[src/rtl/fir_capture_sequencer_if.sv]
// Signal bundle between fir_capture_sequencer (slave) and the surrounding
// buttons / UART / coefficient / FIR / FIFO blocks (master).
interface fir_capture_sequencer_if #(
  parameter int N_COEF = 16
);
  localparam int AW = $clog2(N_COEF);

  // Handshake semantics: coef_valid_i and sample_valid_i are one-cycle strobes,
  // each high cycle is one transfer with no back-pressure. tx_ready_i is a level
  // (UART idle). rd_o and tx_start_o are one-cycle pulses. wr_o is qualified by
  // full_fifo_i in the same cycle, so a write never lands on a full FIFO.
  logic          pulsador_carga_coef_i;
  logic          send_i;
  logic          coef_valid_i;
  logic          full_fir_reg_i;
  logic          sample_valid_i;
  logic          full_fifo_i;
  logic          empty_i;
  logic          tx_ready_i;
  logic          en_recepcion_o;
  logic [AW-1:0] coef_addr_o;
  logic          en_fir_o;
  logic          wr_o;
  logic          rd_o;
  logic          tx_start_o;
  logic          led_full_o;
  logic [2:0]    state_o;

  modport slave (
    input  pulsador_carga_coef_i, send_i, coef_valid_i, full_fir_reg_i,
           sample_valid_i, full_fifo_i, empty_i, tx_ready_i,
    output en_recepcion_o, coef_addr_o, en_fir_o, wr_o, rd_o, tx_start_o,
           led_full_o, state_o
  );

  modport master (
    output pulsador_carga_coef_i, send_i, coef_valid_i, full_fir_reg_i,
           sample_valid_i, full_fifo_i, empty_i, tx_ready_i,
    input  en_recepcion_o, coef_addr_o, en_fir_o, wr_o, rd_o, tx_start_o,
           led_full_o, state_o
  );
endinterface

[src/rtl/fir_capture_sequencer.sv]
// Sequencer for coefficient load -> FIR priming -> FIFO capture -> UART dump.
// Optional macro AUTO_SEND_EN: FULL proceeds to SEND after one cycle without a press.
module fir_capture_sequencer #(
  parameter int N_COEF = 16,
  parameter int GUARD  = 2
) (
  input  logic                    clk_i,
  input  logic                    rst_i,
  fir_capture_sequencer_if.slave  bus
);

  localparam int AW = $clog2(N_COEF);
  localparam int GW = $clog2(GUARD + 1);

  typedef enum logic [2:0] {
    ST_IDLE      = 3'd0,
    ST_LOAD      = 3'd1,
    ST_PRIME     = 3'd2,
    ST_CAPTURE   = 3'd3,
    ST_FULL      = 3'd4,
    ST_SEND      = 3'd5,
    ST_SEND_WAIT = 3'd6
  } state_t;

  state_t        r_state;
  state_t        w_state_nxt;
  logic          r_load_d;
  logic          r_send_d;
  logic          r_load_evt;
  logic          r_send_evt;
  logic [AW-1:0] r_coef_addr;
  logic [AW-1:0] w_coef_addr_nxt;
  logic [GW-1:0] r_guard;
  logic [GW-1:0] w_guard_nxt;
  logic          r_en_rec;
  logic          r_en_fir;
  logic          r_rd;
  logic          r_tx_start;
  logic          r_led_full;
  logic          w_rd_nxt;
  logic          w_tx_start_nxt;
  logic          w_guard_done;

  // Press events are registered so the FSM reacts one cycle after detection.
  always_ff @(posedge clk_i or negedge rst_i) begin
    if (!rst_i) begin
      r_load_d   <= 1'b0;
      r_send_d   <= 1'b0;
      r_load_evt <= 1'b0;
      r_send_evt <= 1'b0;
    end else begin
      r_load_d   <= bus.pulsador_carga_coef_i;
      r_send_d   <= bus.send_i;
      r_load_evt <= bus.pulsador_carga_coef_i & ~r_load_d;
      r_send_evt <= bus.send_i & ~r_send_d;
    end
  end

  // r_guard holds the number of completed cycles since the rd_o edge.
  assign w_guard_done = (r_guard >= GW'(GUARD));

  always_comb begin
    w_state_nxt     = r_state;
    w_coef_addr_nxt = r_coef_addr;
    w_guard_nxt     = r_guard;
    w_rd_nxt        = 1'b0;
    w_tx_start_nxt  = 1'b0;
    if (r_load_evt) begin
      w_state_nxt     = ST_LOAD;
      w_coef_addr_nxt = '0;
    end else begin
      unique case (r_state)
        ST_IDLE: w_state_nxt = ST_IDLE;
        ST_LOAD: begin
          if (bus.coef_valid_i) begin
            if (r_coef_addr == AW'(N_COEF - 1)) begin
              w_coef_addr_nxt = '0;
              w_state_nxt     = ST_PRIME;
            end else begin
              w_coef_addr_nxt = r_coef_addr + 1'b1;
            end
          end
        end
        ST_PRIME: begin
          if (bus.full_fir_reg_i) w_state_nxt = ST_CAPTURE;
        end
        ST_CAPTURE: begin
          if (bus.full_fifo_i) w_state_nxt = ST_FULL;
        end
        ST_FULL: begin
`ifdef AUTO_SEND_EN
          w_state_nxt = ST_SEND;
`else
          if (r_send_evt) w_state_nxt = ST_SEND;
`endif
        end
        ST_SEND: begin
          // An empty FIFO ends the dump; coefficients stay loaded for the next capture.
          if (bus.empty_i) begin
            w_state_nxt = ST_PRIME;
          end else if (bus.tx_ready_i) begin
            w_rd_nxt    = 1'b1;
            w_guard_nxt = GW'(1);
            w_state_nxt = ST_SEND_WAIT;
          end
        end
        ST_SEND_WAIT: begin
          w_tx_start_nxt = r_rd;
          if (!w_guard_done) w_guard_nxt = r_guard + 1'b1;
          if (w_guard_done && bus.tx_ready_i) w_state_nxt = ST_SEND;
        end
        default: w_state_nxt = ST_IDLE;
      endcase
    end
  end

  // Registered outputs are decoded from the next state so they align with state_o.
  always_ff @(posedge clk_i or negedge rst_i) begin
    if (!rst_i) begin
      r_state     <= ST_IDLE;
      r_coef_addr <= '0;
      r_guard     <= '0;
      r_en_rec    <= 1'b0;
      r_en_fir    <= 1'b0;
      r_led_full  <= 1'b0;
      r_rd        <= 1'b0;
      r_tx_start  <= 1'b0;
    end else begin
      r_state     <= w_state_nxt;
      r_coef_addr <= w_coef_addr_nxt;
      r_guard     <= w_guard_nxt;
      r_en_rec    <= (w_state_nxt == ST_LOAD);
      r_en_fir    <= (w_state_nxt == ST_PRIME) || (w_state_nxt == ST_CAPTURE);
      r_led_full  <= (w_state_nxt == ST_FULL);
      r_rd        <= w_rd_nxt;
      r_tx_start  <= w_tx_start_nxt;
    end
  end

  assign bus.wr_o           = (r_state == ST_CAPTURE) & bus.sample_valid_i
                            & ~bus.full_fifo_i & ~r_load_evt;
  assign bus.en_recepcion_o = r_en_rec;
  assign bus.coef_addr_o    = r_coef_addr;
  assign bus.en_fir_o       = r_en_fir;
  assign bus.rd_o           = r_rd;
  assign bus.tx_start_o     = r_tx_start;
  assign bus.led_full_o     = r_led_full;
  assign bus.state_o        = r_state;

endmodule

[src/flat_wrapper.sv]
// flat-port wrapper written by rule: the top's interface ports become plain ports
module fir_capture_sequencer_flat 
#(
  parameter int N_COEF = 16,
  parameter int GUARD  = 2
)
  (clk_i, rst_i, bus_pulsador_carga_coef_i, bus_send_i, bus_coef_valid_i, bus_full_fir_reg_i, bus_sample_valid_i, bus_full_fifo_i, bus_empty_i, bus_tx_ready_i, bus_en_recepcion_o, bus_coef_addr_o, bus_en_fir_o, bus_wr_o, bus_rd_o, bus_tx_start_o, bus_led_full_o, bus_state_o);
  fir_capture_sequencer_if #(.N_COEF(N_COEF)) bus_i ();
  input  logic clk_i;
  input  logic rst_i;
  input wire logic [$bits(bus_i.pulsador_carga_coef_i)-1:0] bus_pulsador_carga_coef_i;
  input wire logic [$bits(bus_i.send_i)-1:0] bus_send_i;
  input wire logic [$bits(bus_i.coef_valid_i)-1:0] bus_coef_valid_i;
  input wire logic [$bits(bus_i.full_fir_reg_i)-1:0] bus_full_fir_reg_i;
  input wire logic [$bits(bus_i.sample_valid_i)-1:0] bus_sample_valid_i;
  input wire logic [$bits(bus_i.full_fifo_i)-1:0] bus_full_fifo_i;
  input wire logic [$bits(bus_i.empty_i)-1:0] bus_empty_i;
  input wire logic [$bits(bus_i.tx_ready_i)-1:0] bus_tx_ready_i;
  output wire logic [$bits(bus_i.en_recepcion_o)-1:0] bus_en_recepcion_o;
  output wire logic [$bits(bus_i.coef_addr_o)-1:0] bus_coef_addr_o;
  output wire logic [$bits(bus_i.en_fir_o)-1:0] bus_en_fir_o;
  output wire logic [$bits(bus_i.wr_o)-1:0] bus_wr_o;
  output wire logic [$bits(bus_i.rd_o)-1:0] bus_rd_o;
  output wire logic [$bits(bus_i.tx_start_o)-1:0] bus_tx_start_o;
  output wire logic [$bits(bus_i.led_full_o)-1:0] bus_led_full_o;
  output wire logic [$bits(bus_i.state_o)-1:0] bus_state_o;
  assign bus_i.pulsador_carga_coef_i = bus_pulsador_carga_coef_i;
  assign bus_i.send_i = bus_send_i;
  assign bus_i.coef_valid_i = bus_coef_valid_i;
  assign bus_i.full_fir_reg_i = bus_full_fir_reg_i;
  assign bus_i.sample_valid_i = bus_sample_valid_i;
  assign bus_i.full_fifo_i = bus_full_fifo_i;
  assign bus_i.empty_i = bus_empty_i;
  assign bus_i.tx_ready_i = bus_tx_ready_i;
  assign bus_en_recepcion_o = bus_i.en_recepcion_o;
  assign bus_coef_addr_o = bus_i.coef_addr_o;
  assign bus_en_fir_o = bus_i.en_fir_o;
  assign bus_wr_o = bus_i.wr_o;
  assign bus_rd_o = bus_i.rd_o;
  assign bus_tx_start_o = bus_i.tx_start_o;
  assign bus_led_full_o = bus_i.led_full_o;
  assign bus_state_o = bus_i.state_o;
  fir_capture_sequencer #(.N_COEF(N_COEF), .GUARD(GUARD)) u_core (.clk_i(clk_i), .rst_i(rst_i), .bus(bus_i));
endmodule
[config.mk]
export PLATFORM = sky130hd
export DESIGN_NAME = fir_capture_sequencer_flat
export DESIGN_NICKNAME = d
export VERILOG_FILES = /design/src/rtl/fir_capture_sequencer_if.sv /design/src/rtl/fir_capture_sequencer.sv /design/src/flat_wrapper.sv
export SDC_FILE = /design/constraint.sdc
export NUM_CORES = 1
export LEC_CHECK = 0
export ABC_AREA = 1
export BUFFER_PORTS_ARGS = -buffer_cell sky130_fd_sc_hd__buf_2
export CAP_MARGIN = 10
export CORE_UTILIZATION = 51
export DETAILED_ROUTE_END_ITERATION = 8
export PLACE_DENSITY = 0.75
export SLEW_MARGIN = 20
export SYNTH_ARGS = -nofsm -noshare
export SYNTH_HDL_FRONTEND = slang
export SYNTH_SLANG_ARGS = --single-unit
[constraint.sdc]
create_clock -name clk_i -period 1.8 [get_ports clk_i]
set_clock_uncertainty 0.2 [all_clocks]
set_input_delay 0.09 -clock clk_i [delete_from_list [all_inputs] [get_ports clk_i]]
set_output_delay 0.09 -clock clk_i [all_outputs]
set_load 0.03 [all_outputs]
## Yosys cells after proc, flatten, opt, wreduce, memory -nomap -nowiden

Cells that the tools add are included.

- Reduce and logical (&&, ||, !) cells: 7
- Multiplexer cells: 24
- Equal/unequal tests: 14
- Bitwise operators: 9
- Add/subtract/negate cells: 2
- Magnitude comparators: 1

Operator list:

| kind | number |
|---|---|
| two-way mux 3 bit | 9 |
| case mux 3 bit (6 select lines) | 1 |
| two-way mux 4 bit | 4 |
| equality test 3 x 2 -> 1 bit, second input constant | 4 |
| equality test 3 bit, second input constant | 4 |
| equality test 3 x 1 -> 1 bit, second input constant | 2 |
| two-way mux 1 bit | 6 |
| two-way mux 2 bit | 3 |
| inequality test 2 bit, second input constant | 3 |
| nonzero test 2 bit | 3 |
| AND 1 bit | 5 |
| AND reduction 5 bit | 1 |
| adder 4 x 1 -> 4 bit, second input constant | 1 |
| equality test 4 bit, second input constant | 1 |
| NOT 1 bit | 4 |
| case mux 2 bit (2 select lines) | 1 |
| adder 2 x 1 -> 2 bit, second input constant | 1 |
| >= comparator 2 bit, second input constant | 1 |
| AND reduction 2 bit | 1 |
| logical AND 1 bit | 1 |
| logical OR 1 bit | 1 |

- Input port bits: 10
- Bits in registers: 18
- Logic and storage cells: 69
- Output and inout port bits: 13

## Depth between registers and ports, before layout

- Depth after elaboration: 7
- Depth in mapped cells: 10
- Depth with buffers taken out: 10

## Worst setup path before layout

OpenSTA, ideal clock, no wires.

- Path kind: flip-flop to flip-flop
- Start point: register u_core.r_coef_addr[1] (netlist: u_core.bus.coef_addr_o[1])
- End point: register u_core.r_en_rec (netlist: u_core.bus.en_recepcion_o)
- Setup slack: 152 ps
- Cell stages (with the launch flop): 11
- Arrival: 1331 ps
- Clock period less this slack: 1648 ps
- Setup time: 117 ps
- Data required time: 1483 ps
- Buffers on the path: 0
- Cells stage by stage: dfrtp_1 -> ha_1 -> nand2_1 -> nor2_1 -> nand2_1 -> nand2_1 -> nand2_1 -> inv_1 -> nand2_1 -> nor2_1 -> nor2_1

- Cells in the longest elaborated chain, start to end: 6

Ends and longest elaborated chain:

| item | line | RTL |
|---|---|---|
| from (decl) | fir_capture_sequencer.sv:31 | `logic [AW-1:0] r_coef_addr;` |
| from (signal assigned) | fir_capture_sequencer.sv:130 | `r_coef_addr <= w_coef_addr_nxt;` |
| equality test 4 bit | fir_capture_sequencer.sv:76 | `if (r_coef_addr == AW'(N_COEF - 1)) begin` |
| two-way mux 3 bit | fir_capture_sequencer.sv:76 |  |
| two-way mux 3 bit | fir_capture_sequencer.sv:75 | `if (bus.coef_valid_i) begin` |
| case mux 3 bit (6 select lines) | fir_capture_sequencer.sv:72 | `unique case (r_state)` |
| two-way mux 3 bit | fir_capture_sequencer.sv:68 | `if (r_load_evt) begin` |
| equality test 3 x 1 -> 1 bit | fir_capture_sequencer.sv:132 | `r_en_rec <= (w_state_nxt == ST_LOAD);` |
| to (signal assigned) | fir_capture_sequencer.sv:132 |  |
| to (decl) | fir_capture_sequencer.sv:35 | `logic r_en_rec;` |

No other way between the ends.
A chain may end at the register's enable or synchronous reset.

## Worst setup path after layout

- Start point: register u_core.r_load_evt
- End point: output port bus_wr_o

- Cells in the longest elaborated chain, start to end: 2

Ends and longest elaborated chain:

| item | line | RTL |
|---|---|---|
| from (decl) | fir_capture_sequencer.sv:29 | `logic r_load_evt;` |
| from (signal assigned) | fir_capture_sequencer.sv:54 | `r_load_evt <= bus.pulsador_carga_coef_i & ~r_load_d;` |
| NOT 1 bit (no source line) | n/a |  |
| AND 1 bit | fir_capture_sequencer.sv:141 | `& ~bus.full_fifo_i & ~r_load_evt;` |
| to (decl) | flat_wrapper.sv:22 | `output wire logic [$bits(bus_i.wr_o)-1:0] bus_wr_o;` |

No other way between the ends.

==> qor.csv <==
stage,metric,value,unit
timing,Hold Fails Final Rpt,0,
place,RePlAce Congestion,0.815,
power_and_ir_drop,Static Leak,0.668,nW
critical_path,Setup crit start kind,register,
critical_path,crit path kind,reg2out,
yosys,Synth cell types,20,
floorplanning,Initial Utilization,54.5,%
timing,Worst Tran Pin Value,0.399,ns
global_route,GRT Util Overall,21.4,%
cts,CTS root buf,clkbuf_4,
routing,metal2 WL,833,um
min_path,hold crit path type,in2reg,
final_layout,Area Overhead vs Synth,25.4,%
yosys,Synth Instances,123,
timing,Rel. slew slack,73.4,%
timing,final setup violation count,0,
global_route,vias in the first global route,739,
cts,Worst-path clk slew,0.10,ns
yosys,synthesized flop and latch total,18,
global_route,initial antenna violation count,0,
power_and_ir_drop,Power per Cell Area,751,mW/mm^2
yosys,synthesized area,941,sq um
yosys,Most used DFF post-synth,dfrtp_1,
cts,clock sink count,18,
timing,post-route minimum period,1.62,ns
floorplanning,Ports,23,
timing,Slew Limit Fails,0,
yosys,cell taking the most area after synthesis,dfrtp_1,
routing,max layer used,met4,
final_layout,count of antenna diodes in the layout,0,
power_and_ir_drop,total power,0.000886,W
routing,Avg WL per Cell,10.3,um
cts,CTS max path bufs,2,
routing,met3 routed WL,59,um
yosys,ys async rst share,100,%
cts,CTS Buf Count,3,
routing,WL met1,917,um
timing,Fin Setup TNS,0,ns
final_layout,nets@finish,167,
critical_path,worst-path fanout max,11,
timing,Tcrit/Tclk final,90.2,%
global_route,first-pass GRT wire length,3020,um
yosys,"EDFF count, synth",0,
critical_path,worst path arrival time,1.33,ns
routing,drt first pass iters,6,
timing,RSZ-0062 raised after global routing,no,
routing,DRC errors left,0,
cts,H-tree depth,1,
job,Max-Cap Viols,0,
floorplanning,Row Count,15,
floorplanning,die area,0.00202,sq mm
place,hpwl dp,1360,um
yosys,"Seq/Total Area, Yosys",47.9,%
routing,initial drt markers,8,
yosys,Yosys top cell area share,47.9,%
yosys,syn nets,135,
floorplanning,core box area,0.00173,sq mm
global_route,pin count of the biggest net entering global routing,19,
yosys,yosys warns,0,
routing,vias,830,
critical_path,Worst EP required,1.51,ns
yosys,syn_area_per_cell,7.65,sq um
status,status,"complete, no violations",
floorplanning,die span in y,45.0,um
global_route,GRT overflow,0,
timing,fmax,616,MHz
place,IO buf count,22,
floorplanning,Die Wd,45.0,um
power_and_ir_drop,worst vdd ir,0.701,mV
routing,vias per cell,4.64,
routing,Post-DRT Antenna Nets,0,
critical_path,Crit. End Element,primary output,
final_layout,layout cells sized above 1,26.6,%
cts,later-pin clock latency in the skew report,0.29,ns
yosys,"top cells by area, synth","dfrtp_1 48%, nand2_1 12%, nor2_1 8.8%",
cts,TritonCTS clock tree,done,
routing,DRT Wirelength,1850,um
[final cells by class]
type,count,area [sq um]
sequential,18,450
fill,154,547
inverter,22,86.3
tap,25,31.3
multi-input combinational,81,395
clock buffer,4,36.3
timing repair buffer,29,180
[layout by cell type, fill, tap and decap left out]
master,instances
nor2_4,1
ha_1,2
clkinvlp_4,1
nand4_1,2
buf_2,22
dlygate4sd3_1,7
nand2_1,30
o21ai_1,1
xor2_1,1
nand2_2,1
nor2_1,22
inv_1,15
nand3b_1,2
o22ai_1,2
nor2_2,3
o21ai_0,1
nand3_1,9
nand3_2,3
dfrtp_1,18
inv_2,6
a21oi_1,1
clkbuf_4,3
clkbuf_8,1
[synthesized netlist by cell type (2+ instances only)]
cell,instances
dfrtp_1,18
ha_1,2
inv_1,16
inv_2,6
nand2_1,30
nand3_1,9
nand3_2,3
nand3b_1,2
nand4_1,2
nor2_1,22
nor2_2,3
o22ai_1,2
[power by group]
group          switching (W)  leakage, nW  internal [W]
Clock               0.000123       0.0210      0.000123
Combinational       0.000109        0.418     0.0000649
Sequential         0.0000269        0.230      0.000438
[worst paths after layout]
kind	from	to	slack (ns)	depth (start not counted)
worst max-delay path	u_core.r_load_evt	bus_wr_o	0.18	4
worst min-delay path	bus_full_fifo_i	u_core.bus.en_fir_o	0.004	6
worst max register to register	u_core.bus.coef_addr_o[1]	u_core.bus.en_recepcion_o	0.21	10
worst min register to register	u_core.r_send_d	u_core.r_send_evt	0.20	1
max in group asynchronous	rst_i	u_core.bus.tx_start_o	1.08	2
min in group asynchronous	rst_i	u_core.r_guard[1]	0.04	2
[layer usage]
metal | global-route usage [%] | vias to the layer above
li1 | - | 437
met1 | 31.2 | 368
met2 | 30.7 | 21
met3 | 3.60 | 4
met4 | 10.9 | 0
met5 | 0 | -
[per-stage QoR]
stage	utilization [%]	worst slack [ns]	cells	hold WS [ns]	instance area, sq um
2_1_floorplan	-	0.152	123	-0.406	941
3_3_place_gp	62.0	0.273	168	-0.170	1070
3_5_place_dp	62.0	0.245	168	-0.167	1070
4_1_cts	68.1	0.0892	179	0.00988	1180
5_1_grt	68.3	0.0457	179	0.0374	1180
6_report	68.3	0.176	179	0.00350	1180
[worst max-delay path: stages (launching register included)]
cell and delay [ns]:
dfrtp_1 0.46, clkinvlp_4 0.26, nand2_1 0.11, nor2_1 0.04
buf_2 0.17
[sequential cells by signal, indices dropped and copies added, names as in the netlist]
signal and cells:
u_core.r_send_d 1, u_core.r_load_d 1, u_core.bus.state_o 3, u_core.bus.tx_start_o 1, u_core.r_guard 2, u_core.bus.coef_addr_o 4, u_core.bus.en_recepcion_o 1, u_core.bus.rd_o 1
u_core.r_send_evt 1, u_core.bus.en_fir_o 1, u_core.r_load_evt 1, u_core.bus.led_full_o 1
[cells by family after synthesis]
group / after synthesis / synth area share, %
DFF: 18 / 47.9
AOI/OAI and AO/OA: 5 / 2.92
and+or+nand+nor: 73 / 35.5
xor gates and xnor gates: 1 / 0.931
buffers and inverters: 24 / 10.1
adders and majority gates: 2 / 2.66
[timing repair]
item / in CTS / in global routing
setup endpoints to repair: 0 / 1
hold buffers: 7 / 0
resized for setup: 0 / 1
buffers inserted: 0 / 0
hold endpoints to repair: 27 / 0
Note: power is estimated with default switching activity, not from simulation.
